==> config.mk <==
export PLATFORM = sky130hd
export DESIGN_NAME = result_frame_tx
export DESIGN_NICKNAME = d
export VERILOG_FILES = /design/src/rtl/result_frame_tx.sv
export SDC_FILE = /design/constraint.sdc
export NUM_CORES = 1
export LEC_CHECK = 0
export CAP_MARGIN = 20
export CELL_PAD_IN_SITES_DETAIL_PLACEMENT = 0
export CELL_PAD_IN_SITES_GLOBAL_PLACEMENT = 1
export CORE_MARGIN = 10
export CORE_UTILIZATION = 48
export DETAILED_ROUTE_END_ITERATION = 7
export GPL_TIMING_DRIVEN = 0
export PLACE_DENSITY_LB_ADDON = 0.25
export SETUP_SLACK_MARGIN = 0.15
export SLEW_MARGIN = 20
export SYNTH_ARGS = -nofsm -noshare
export SYNTH_HDL_FRONTEND = slang
export SYNTH_SLANG_ARGS = --single-unit
==> constraint.sdc <==
create_clock -name CLK -period 5.55 [get_ports CLK]
set_clock_uncertainty 0.1 [all_clocks]
set_input_delay 1.3875 -clock CLK [delete_from_list [all_inputs] [get_ports CLK]]
set_output_delay 1.3875 -clock CLK [all_outputs]
set_load 0.005 [all_outputs]
==> src/rtl/result_frame_tx.sv <==
`timescale 1ns/1ps
// -----------------------------------------------------------------------------
// result_frame_tx
//
// Transmit half of the chip's UART link. Frames one result packet and
// serialises it onto TXD as 8N1 UART:
//
//   SYNC_BYTE, length byte (PAYLOAD_LEN), PAYLOAD_LEN payload bytes,
//   [XOR checksum of length + payload bytes]
//
// Payload bytes are pulled one at a time from the result datapath over a
// valid/ready handshake. A payload byte is only requested once the line is
// free again, so every payload byte is preceded by at least one idle (high)
// line cycle. SYNC->LEN and last payload->checksum are sent back-to-back.
//
// Build option:
//   RESULT_TX_CHECKSUM_EN  defined   : checksum byte appended after payload.
//                          undefined : packet ends after the last payload
//                                      byte; no checksum logic is built.
//
// Parameters:
//   CLKS_PER_BIT  clock cycles per UART bit (no fractional correction)
//   PAYLOAD_LEN   payload bytes per packet, 1..255; also the length byte
//   SYNC_BYTE     first byte of every packet
//
// Ports:
//   CLK         clock, rising edge
//   RESET       asynchronous active-high reset; abandons any packet
//   START       one-cycle request to send a packet; only honoured when idle
//   DATA_IN     payload byte from the result logic
//   DATA_VALID  DATA_IN is valid
//   DATA_READY  block takes DATA_IN this cycle (high only while fetching)
//   TXD         UART serial output, idles high
//   BUSY        packet in progress
//   DONE        one-cycle pulse after the final stop bit
// -----------------------------------------------------------------------------
module result_frame_tx #(
    parameter int         CLKS_PER_BIT = 87,
    parameter int         PAYLOAD_LEN  = 4,
    parameter logic [7:0] SYNC_BYTE    = 8'hA5
) (
    input  logic       CLK,
    input  logic       RESET,
    input  logic       START,
    input  logic [7:0] DATA_IN,
    input  logic       DATA_VALID,
    output logic       DATA_READY,
    output logic       TXD,
    output logic       BUSY,
    output logic       DONE
);

    localparam int                BAUD_W    = (CLKS_PER_BIT > 1) ? $clog2(CLKS_PER_BIT) : 1;
    localparam logic [BAUD_W-1:0] BAUD_LAST = BAUD_W'(CLKS_PER_BIT - 1);
    localparam logic [7:0]        LEN_BYTE  = 8'(PAYLOAD_LEN);
    localparam logic [3:0]        STOP_IDX  = 4'd9;

    typedef enum logic [2:0] {
        StIdle,
        StSync,
        StLen,
        StFetch,
        StPay,
        StCsum
    } state_t;

    state_t            state_q, state_d;
    logic [BAUD_W-1:0] baud_q, baud_d;
    // Index of the bit currently on the line: 0 = start, 1..8 = data, 9 = stop.
    logic [3:0]        bit_q, bit_d;
    // Whole UART frame {stop, data, start}; bit 0 is what is on the line.
    logic [9:0]        frame_q, frame_d;
    logic [7:0]        pay_cnt_q, pay_cnt_d;
    logic              txd_q, txd_d;
    logic              done_q, done_d;
`ifdef RESULT_TX_CHECKSUM_EN
    logic [7:0]        csum_q, csum_d;
`endif

    logic sending;
    logic sending_d;
    logic bit_end;
    logic byte_end;

    always_comb begin
        state_d   = state_q;
        baud_d    = baud_q;
        bit_d     = bit_q;
        frame_d   = frame_q;
        pay_cnt_d = pay_cnt_q;
        done_d    = 1'b0;
`ifdef RESULT_TX_CHECKSUM_EN
        csum_d    = csum_q;
`endif

        sending  = (state_q == StSync) || (state_q == StLen) ||
                   (state_q == StPay)  || (state_q == StCsum);
        bit_end  = (baud_q == BAUD_LAST);
        byte_end = sending && bit_end && (bit_q == STOP_IDX);

        // Bit timing common to every byte-sending state.
        if (sending) begin
            if (bit_end) begin
                baud_d = '0;
                if (bit_q != STOP_IDX) begin
                    bit_d   = bit_q + 4'd1;
                    frame_d = {1'b1, frame_q[9:1]};
                end
            end else begin
                baud_d = baud_q + BAUD_W'(1);
            end
        end

        // Any byte load below overrides the counter updates above so the new
        // start bit is on the line from the very next edge.
        case (state_q)
            StIdle: begin
                if (START) begin
                    state_d   = StSync;
                    frame_d   = {1'b1, SYNC_BYTE, 1'b0};
                    baud_d    = '0;
                    bit_d     = '0;
                    pay_cnt_d = '0;
`ifdef RESULT_TX_CHECKSUM_EN
                    csum_d    = '0;
`endif
                end
            end
            StSync: begin
                if (byte_end) begin
                    state_d = StLen;
                    frame_d = {1'b1, LEN_BYTE, 1'b0};
                    baud_d  = '0;
                    bit_d   = '0;
`ifdef RESULT_TX_CHECKSUM_EN
                    csum_d  = csum_q ^ LEN_BYTE;
`endif
                end
            end
            StLen: begin
                if (byte_end) begin
                    state_d = StFetch;
                end
            end
            StFetch: begin
                if (DATA_VALID) begin
                    state_d   = StPay;
                    frame_d   = {1'b1, DATA_IN, 1'b0};
                    baud_d    = '0;
                    bit_d     = '0;
                    pay_cnt_d = pay_cnt_q + 8'd1;
`ifdef RESULT_TX_CHECKSUM_EN
                    csum_d    = csum_q ^ DATA_IN;
`endif
                end
            end
            StPay: begin
                if (byte_end) begin
                    if (pay_cnt_q == LEN_BYTE) begin
`ifdef RESULT_TX_CHECKSUM_EN
                        state_d = StCsum;
                        frame_d = {1'b1, csum_q, 1'b0};
                        baud_d  = '0;
                        bit_d   = '0;
`else
                        state_d = StIdle;
                        done_d  = 1'b1;
`endif
                    end else begin
                        state_d = StFetch;
                    end
                end
            end
`ifdef RESULT_TX_CHECKSUM_EN
            StCsum: begin
                if (byte_end) begin
                    state_d = StIdle;
                    done_d  = 1'b1;
                end
            end
`endif
            default: begin
                state_d = StIdle;
            end
        endcase

        // TXD is registered from the next-state view so the pin never glitches.
        sending_d = (state_d == StSync) || (state_d == StLen) ||
                    (state_d == StPay)  || (state_d == StCsum);
        txd_d     = sending_d ? frame_d[0] : 1'b1;
    end

    always_ff @(posedge CLK or posedge RESET) begin
        if (RESET) begin
            state_q   <= StIdle;
            baud_q    <= '0;
            bit_q     <= '0;
            frame_q   <= '1;
            pay_cnt_q <= '0;
            txd_q     <= 1'b1;
            done_q    <= 1'b0;
`ifdef RESULT_TX_CHECKSUM_EN
            csum_q    <= '0;
`endif
        end else begin
            state_q   <= state_d;
            baud_q    <= baud_d;
            bit_q     <= bit_d;
            frame_q   <= frame_d;
            pay_cnt_q <= pay_cnt_d;
            txd_q     <= txd_d;
            done_q    <= done_d;
`ifdef RESULT_TX_CHECKSUM_EN
            csum_q    <= csum_d;
`endif
        end
    end

    assign TXD        = txd_q;
    assign DONE       = done_q;
    assign BUSY       = (state_q != StIdle);
    assign DATA_READY = (state_q == StFetch);

endmodule

[After elaboration in Yosys (flattened, before gate mapping)]
Cells that the tools add are included.
Storage, ports and cells
  word-level logic and storage cells: 71
  bits in registers: 34
  input port bits: 12
Cells by class
  add/subtract/negate cells: 3
  reductions and logical operators: 12
  multiplexer cells: 34
  eq/ne operators: 15
Operators by type and width (count)
  $mux 10: 6
  $mux 7: 5
  $pmux 10 s3: 1
  $mux 4: 6
  $pmux 7 s3: 1
  $mux 8: 2
  $pmux 8 s2: 1
  $mux 3: 5
  $pmux 3 s5: 1
  $eq 3x3->1 const B: 4
  $pmux 4 s3: 1
  $eq 3x2->1 const B: 3
  $add 8x1->8 const B: 1
  $eq 8x3->1 const B: 1
  $add 7x1->7 const B: 1
  $eq 7x7->1 const B: 1
  $eq 3x1->1 const B: 2
  $logic_or 1x1->1: 6
  $add 4x1->4 const B: 1
  $eq 4x4->1 const B: 1
  $mux 1: 4
  $ne 2x2->1 const B: 2
  $ne 4x4->1 const B: 1
  $logic_not 3->1: 1
  other kinds (5): 6

[Logic depth before layout (Yosys ltp)]
  depth after elaboration: 13
  mapped depth: 9
  depth with buffers taken out: 8

[Worst setup path after synthesis]
No wires, ideal clock.
  path kind: input port to flip-flop
  from: in DATA_VALID
  to: reg txd_q (netlist: TXD)
  library setup time: 0.072 ns
  path buffers: 1
  arrival time: 2.475 ns
  cell stages on the path: 6
  setup slack: 2.903 ns
  data required time: 5.378 ns
  path through: and4b_1 clkbuf_1 a31o_2 or3b_1 xor2_1 o21ai_1
On the way
  word-level cells in the longest chain between the ends: 7
  elaborated cells between the ends (all ways): 12
  classes of those cells: eq/ne (4); mux (5); reduce/logical (3)
Ends and longest elaborated chain
  start: declaration: line 46  | input logic DATA_VALID,
  $mux 3 (*): line 146  | if (DATA_VALID) begin
  $pmux 3 s5 (*): line 116  | case (state_q)
  named net state_d[2]: line 67  | state_t state_q, state_d;
  $eq 3x1->1 or $eq 3x2->1 (tied branches): line 188  | sending_d = (state_d == StSync) || (state_d == StLen) ||
  $logic_or 1x1->1 (2 in series): line 188
  $logic_or 1x1->1 (*): line 189  | (state_d == StPay) || (state_d == StCsum);
  $mux 1 (*): line 190  | txd_d = sending_d ? frame_d[0] : 1'b1;
  named net txd_d: line 74  | logic txd_q, txd_d;
  end signal: assignment: line 211  | txd_q <= txd_d;
  end: declaration: line 74
The timed path passes the listed nets; every way through them passes the cells marked *.
A chain may end at the register's enable or synchronous reset.

[Worst setup path after layout]
  from: reg state_q[2]
  to: out BUSY
On the way
  word-level cells in the longest chain between the ends: 1
Ends and longest elaborated chain
  start: declaration: line 67
  start signal: assignment: line 195  | state_q <= StIdle;
  start signal: assignment: line 206  | state_q <= state_d;
  $reduce_bool 3->1: line 221  | assign BUSY = (state_q != StIdle);
  end: declaration: line 49  | output logic BUSY,
Every way passes these cells.

==> key figures <==
Run status
  • Outcome: completed

Global route
  • GR Overflow Total: 0
  • Largest net degree at the start of global routing: 35
  • Number of global-route vias before repair: around 1,400
  • Global-route wire length before repair: 6389 um
  • Overall Global Routing Usage: 0.1214
  • Initial antenna violation count: 0

Critical path
  • Kind of critical path: flop to output port
  • Crit path buffers/inverters: 2
  • Setup crit end kind: output port
  • Crit path required time: 4060 ps
  • R2r startpoint: baud_q[0]
  • Worst path cell trace: buf_2, or3_4, clkdlybuf4s50_1
  • Worst EP arrival: ~1700 ps
  • Worst-path maximum fanout: 10
  • Cell family with most CP delay: buffers and inverters
  • Worst setup SP type: flop
  • Register-to-register setup slack: about 3100 ps
  • Critical Path Max Stage Delay: approximately 460 ps
  • Slowest-stage cell, CP: clkdlybuf4s50_1
  • R2R Path End: TXD
  • R2R depth: 8

Worst hold path
  • Hold Crit Class: flop to flop
  • Hold_sp: frame_q[8]
  • Hold path depth: 2
  • Hold endpoint: frame_q[7]

Placement
  • Area post-placement: 2051 um^2
  • I/O Buffers: 15
  • Final HPWL DP: 2778 um
  • Routability congestion estimate: 0.8139

Drt
  • Drt drc: 0
  • DR vias: ~1,400
  • Post-route antenna net violation count: 0
  • First-pass DRT Iterations: 4
  • WL final: roughly 3700 um
  • First-iteration detailed-routing DRC count: 84
  • WL per Instance: 14.36 um
  • Drt via density: between 5 and 6

Synthesis
  • Post-synthesis sequential area ratio: 0.4697
  • Main combinational cell family by area after synthesis: simple AND/OR/NAND/NOR gates
  • Cells after Synth: between 150 and 200
  • Ys flop type: dfrtp_1
  • Synth cell types: 44
  • Syn. warnings: 0
  • Adder-cell share of the synthesized area: 0.04079
  • Simple-Gate Fraction of Synth Area: 0.2291
  • Fraction of synthesized area in multiplexers: 0.06118
  • Cell area after synthesis: approximately 1800 um^2
  • Most frequent cell after synthesis: nor2_1
  • Top post-synthesis cells by area: dfrtp_1 31%, dfstp_2 16%, xor2_1 5.2%
  • Post-synth EDFFs: 0
  • #FFs+latches synth: 34
  • Post-synth top area share: 0.3127
  • Area leader, netlist: dfrtp_1
  • Synth Area in XOR/XNOR: 0.06186
  • Post-synth ARST share: 1.000
  • Complex-gate fraction of the synthesized area: 0.1020
  • Avg Inst Size Synth: 9.790 um^2
  • Top cells by count, synth: 25 x nor2_1, 23 x dfrtp_1, 21 x nand2_1
  • Syn Nets: slightly above 200

STA
  • Period utilization: 0.5771
  • Post-route setup TNS: 0 ps
  • Number of hold violations in the final report: 0
  • Hold slack: 447.2 ps
  • Slew @ Worst Pin: 706.1 ps
  • Fmax: about 0.31 GHz
  • RSZ-0062 raised after global routing: false
  • Endpoints failing setup: 0
  • Slew HR: 0.5286
  • Final worst path period need: about 3200 ps
  • Max Slew Vio Count: 0

Floorplanning
  • IO Pins: 16
  • Row cnt: 22
  • DIE AREA: between 6000 and 7000 um^2
  • Die width: 81.92 um
  • Core area: about 3700 um^2
  • Die height: ~80 um
  • Initial Util: 0.4990

Finish
  • Design Area, Final: about 2200 um^2
  • Share of layout cells above drive strength 1: 0.1422
  • NumNets Final: between 200 and 250
  • Area grow syn2layout: 17.20%
  • Inserted Diodes: 0
  • Fill cells: approximately 350

Clocking
  • CTS root buf: clkbuf_8
  • Skew-Pair Late Insertion Delay: 290 ps
  • Clock Path Buffers: 2
  • CTS H-tree depth: 2
  • Post-cts hold buffer count: 0
  • Clock Sink Count: 34
  • Clk slew on worst S/H paths: 70 ps
  • Postcts setup bufs: 0
  • Post_cts resized: 0
  • Num CTS Buffers: 5
  • CTS tree: yes

Job
  • Max_cap viols: 0

Power and ir drop
  • Cell Pwr Density: about 330 nW/um^2
  • Leakage: approximately 1 nW
  • Max VDD drop: roughly 0.00022 V
sequential cells by signal, indices dropped and copies added, names as in the netlist:
| signal | count |
|---|---|
| baud_q | 7 |
| TXD | 1 |
| DONE | 1 |
| bit_q | 4 |
| state_q | 3 |
| pay_cnt_q | 8 |
| frame_q | 10 |
through the flow:
stage                     total power [mW]    util  worst slack [ps]  cells
after floorplan                     0.4392       -              2903    188
after global placement              0.4930  0.5560              2144    251
after detailed placement            0.5026  0.5560              2106    251
after CTS                           0.7244  0.5848              2317    259
after global routing                0.7634  0.5848              2230    259
final                               0.7198  0.5848              2347    259
cell type report:
cell class / instances / area, um^2 / area share
Clock buffer: 7 / 76.32 / 0.03538
Inverter: 7 / 26.28 / 0.01218
Clock inverter: 1 / 30.03 / 0.01392
Sequential cell: 34 / 864.6 / 0.4008
Timing Repair Buffer: 15 / 150.1 / 0.06961
Tap cell: 48 / 60.06 / 0.02784
Multi-Input combinational cell: 139 / 910.9 / 0.4223
Buffer: 8 / 38.79 / 0.01798
routing by layer:
metal | wire (um) | vias to the layer above | track usage
li1 | - | 686 | -
met1 | 1787 | 652 | 0.1618
met2 | 1755 | 14 | 0.1803
met3 | 157 | 4 | 0.04039
met4 | 19 | 0 | 0.04082
met5 | 0 | - | 0
kinds of logic (layout without fill, tap and decap cells):
group / count (synthesis) / count (layout)
XOR/XNOR: 13 / 13
AND/OR/NAND/NOR: 81 / 81
flip-flops: 34 / 34
AO/OA/AOI/OAI: 28 / 28
buffers and inverters: 15 / 38
adder cells (fa/ha/maj): 6 / 6
multiplexers: 11 / 11
cell usage in the layout, fill, tap and decap left out, types with 3 or more instances in the layout:
master,synthesis,routed
o21ai_0,4,4
or3_1,3,3
nand2b_1,3,3
buf_2,4,4
clkbuf_8,0,5
ha_1,6,6
clkbuf_1,3,5
nand3_1,3,3
nor2_1,25,25
a21oi_1,8,8
clkdlybuf4s50_1,0,15
nand2_1,21,21
o21ai_1,8,8
xor2_1,11,11
nand4_1,6,6
dfrtp_1,23,23
dfstp_2,11,11
inv_1,7,6
mux2i_1,9,9
where the power goes:
| part | internal, mW | total [mW] | switching (mW) |
|---|---|---|---|
| logic | 0.0823 | 0.188 | 0.106 |
| registers | 0.283 | 0.310 | 0.0268 |
| clock network | 0.134 | 0.222 | 0.0874 |
| total | 0.500 | 0.720 | 0.220 |
worst register-to-register path: stages (launching register included):
cell     delay [ps]
dfrtp_1         420
inv_1            80
ha_1            170
and4b_1         270
nand4_2         160
o311a_1         390
or3b_1          390
xor2_1          280
o21ai_1         120
worst max-delay path by stage:
stage	startpoint	to	depth (start not counted)	slack, ps
3_3_place_gp	START	pay_cnt_q[5]	7	2140
3_5_place_dp	START	pay_cnt_q[7]	7	2110
6_report	state_q[2]	BUSY	3	2350
4_1_cts	state_q[2]	DATA_READY	4	2320
5_1_grt	state_q[2]	DATA_READY	4	2230
2_1_floorplan	DATA_VALID	TXD	6	2900
Note: power is estimated with default switching activity, not from simulation.
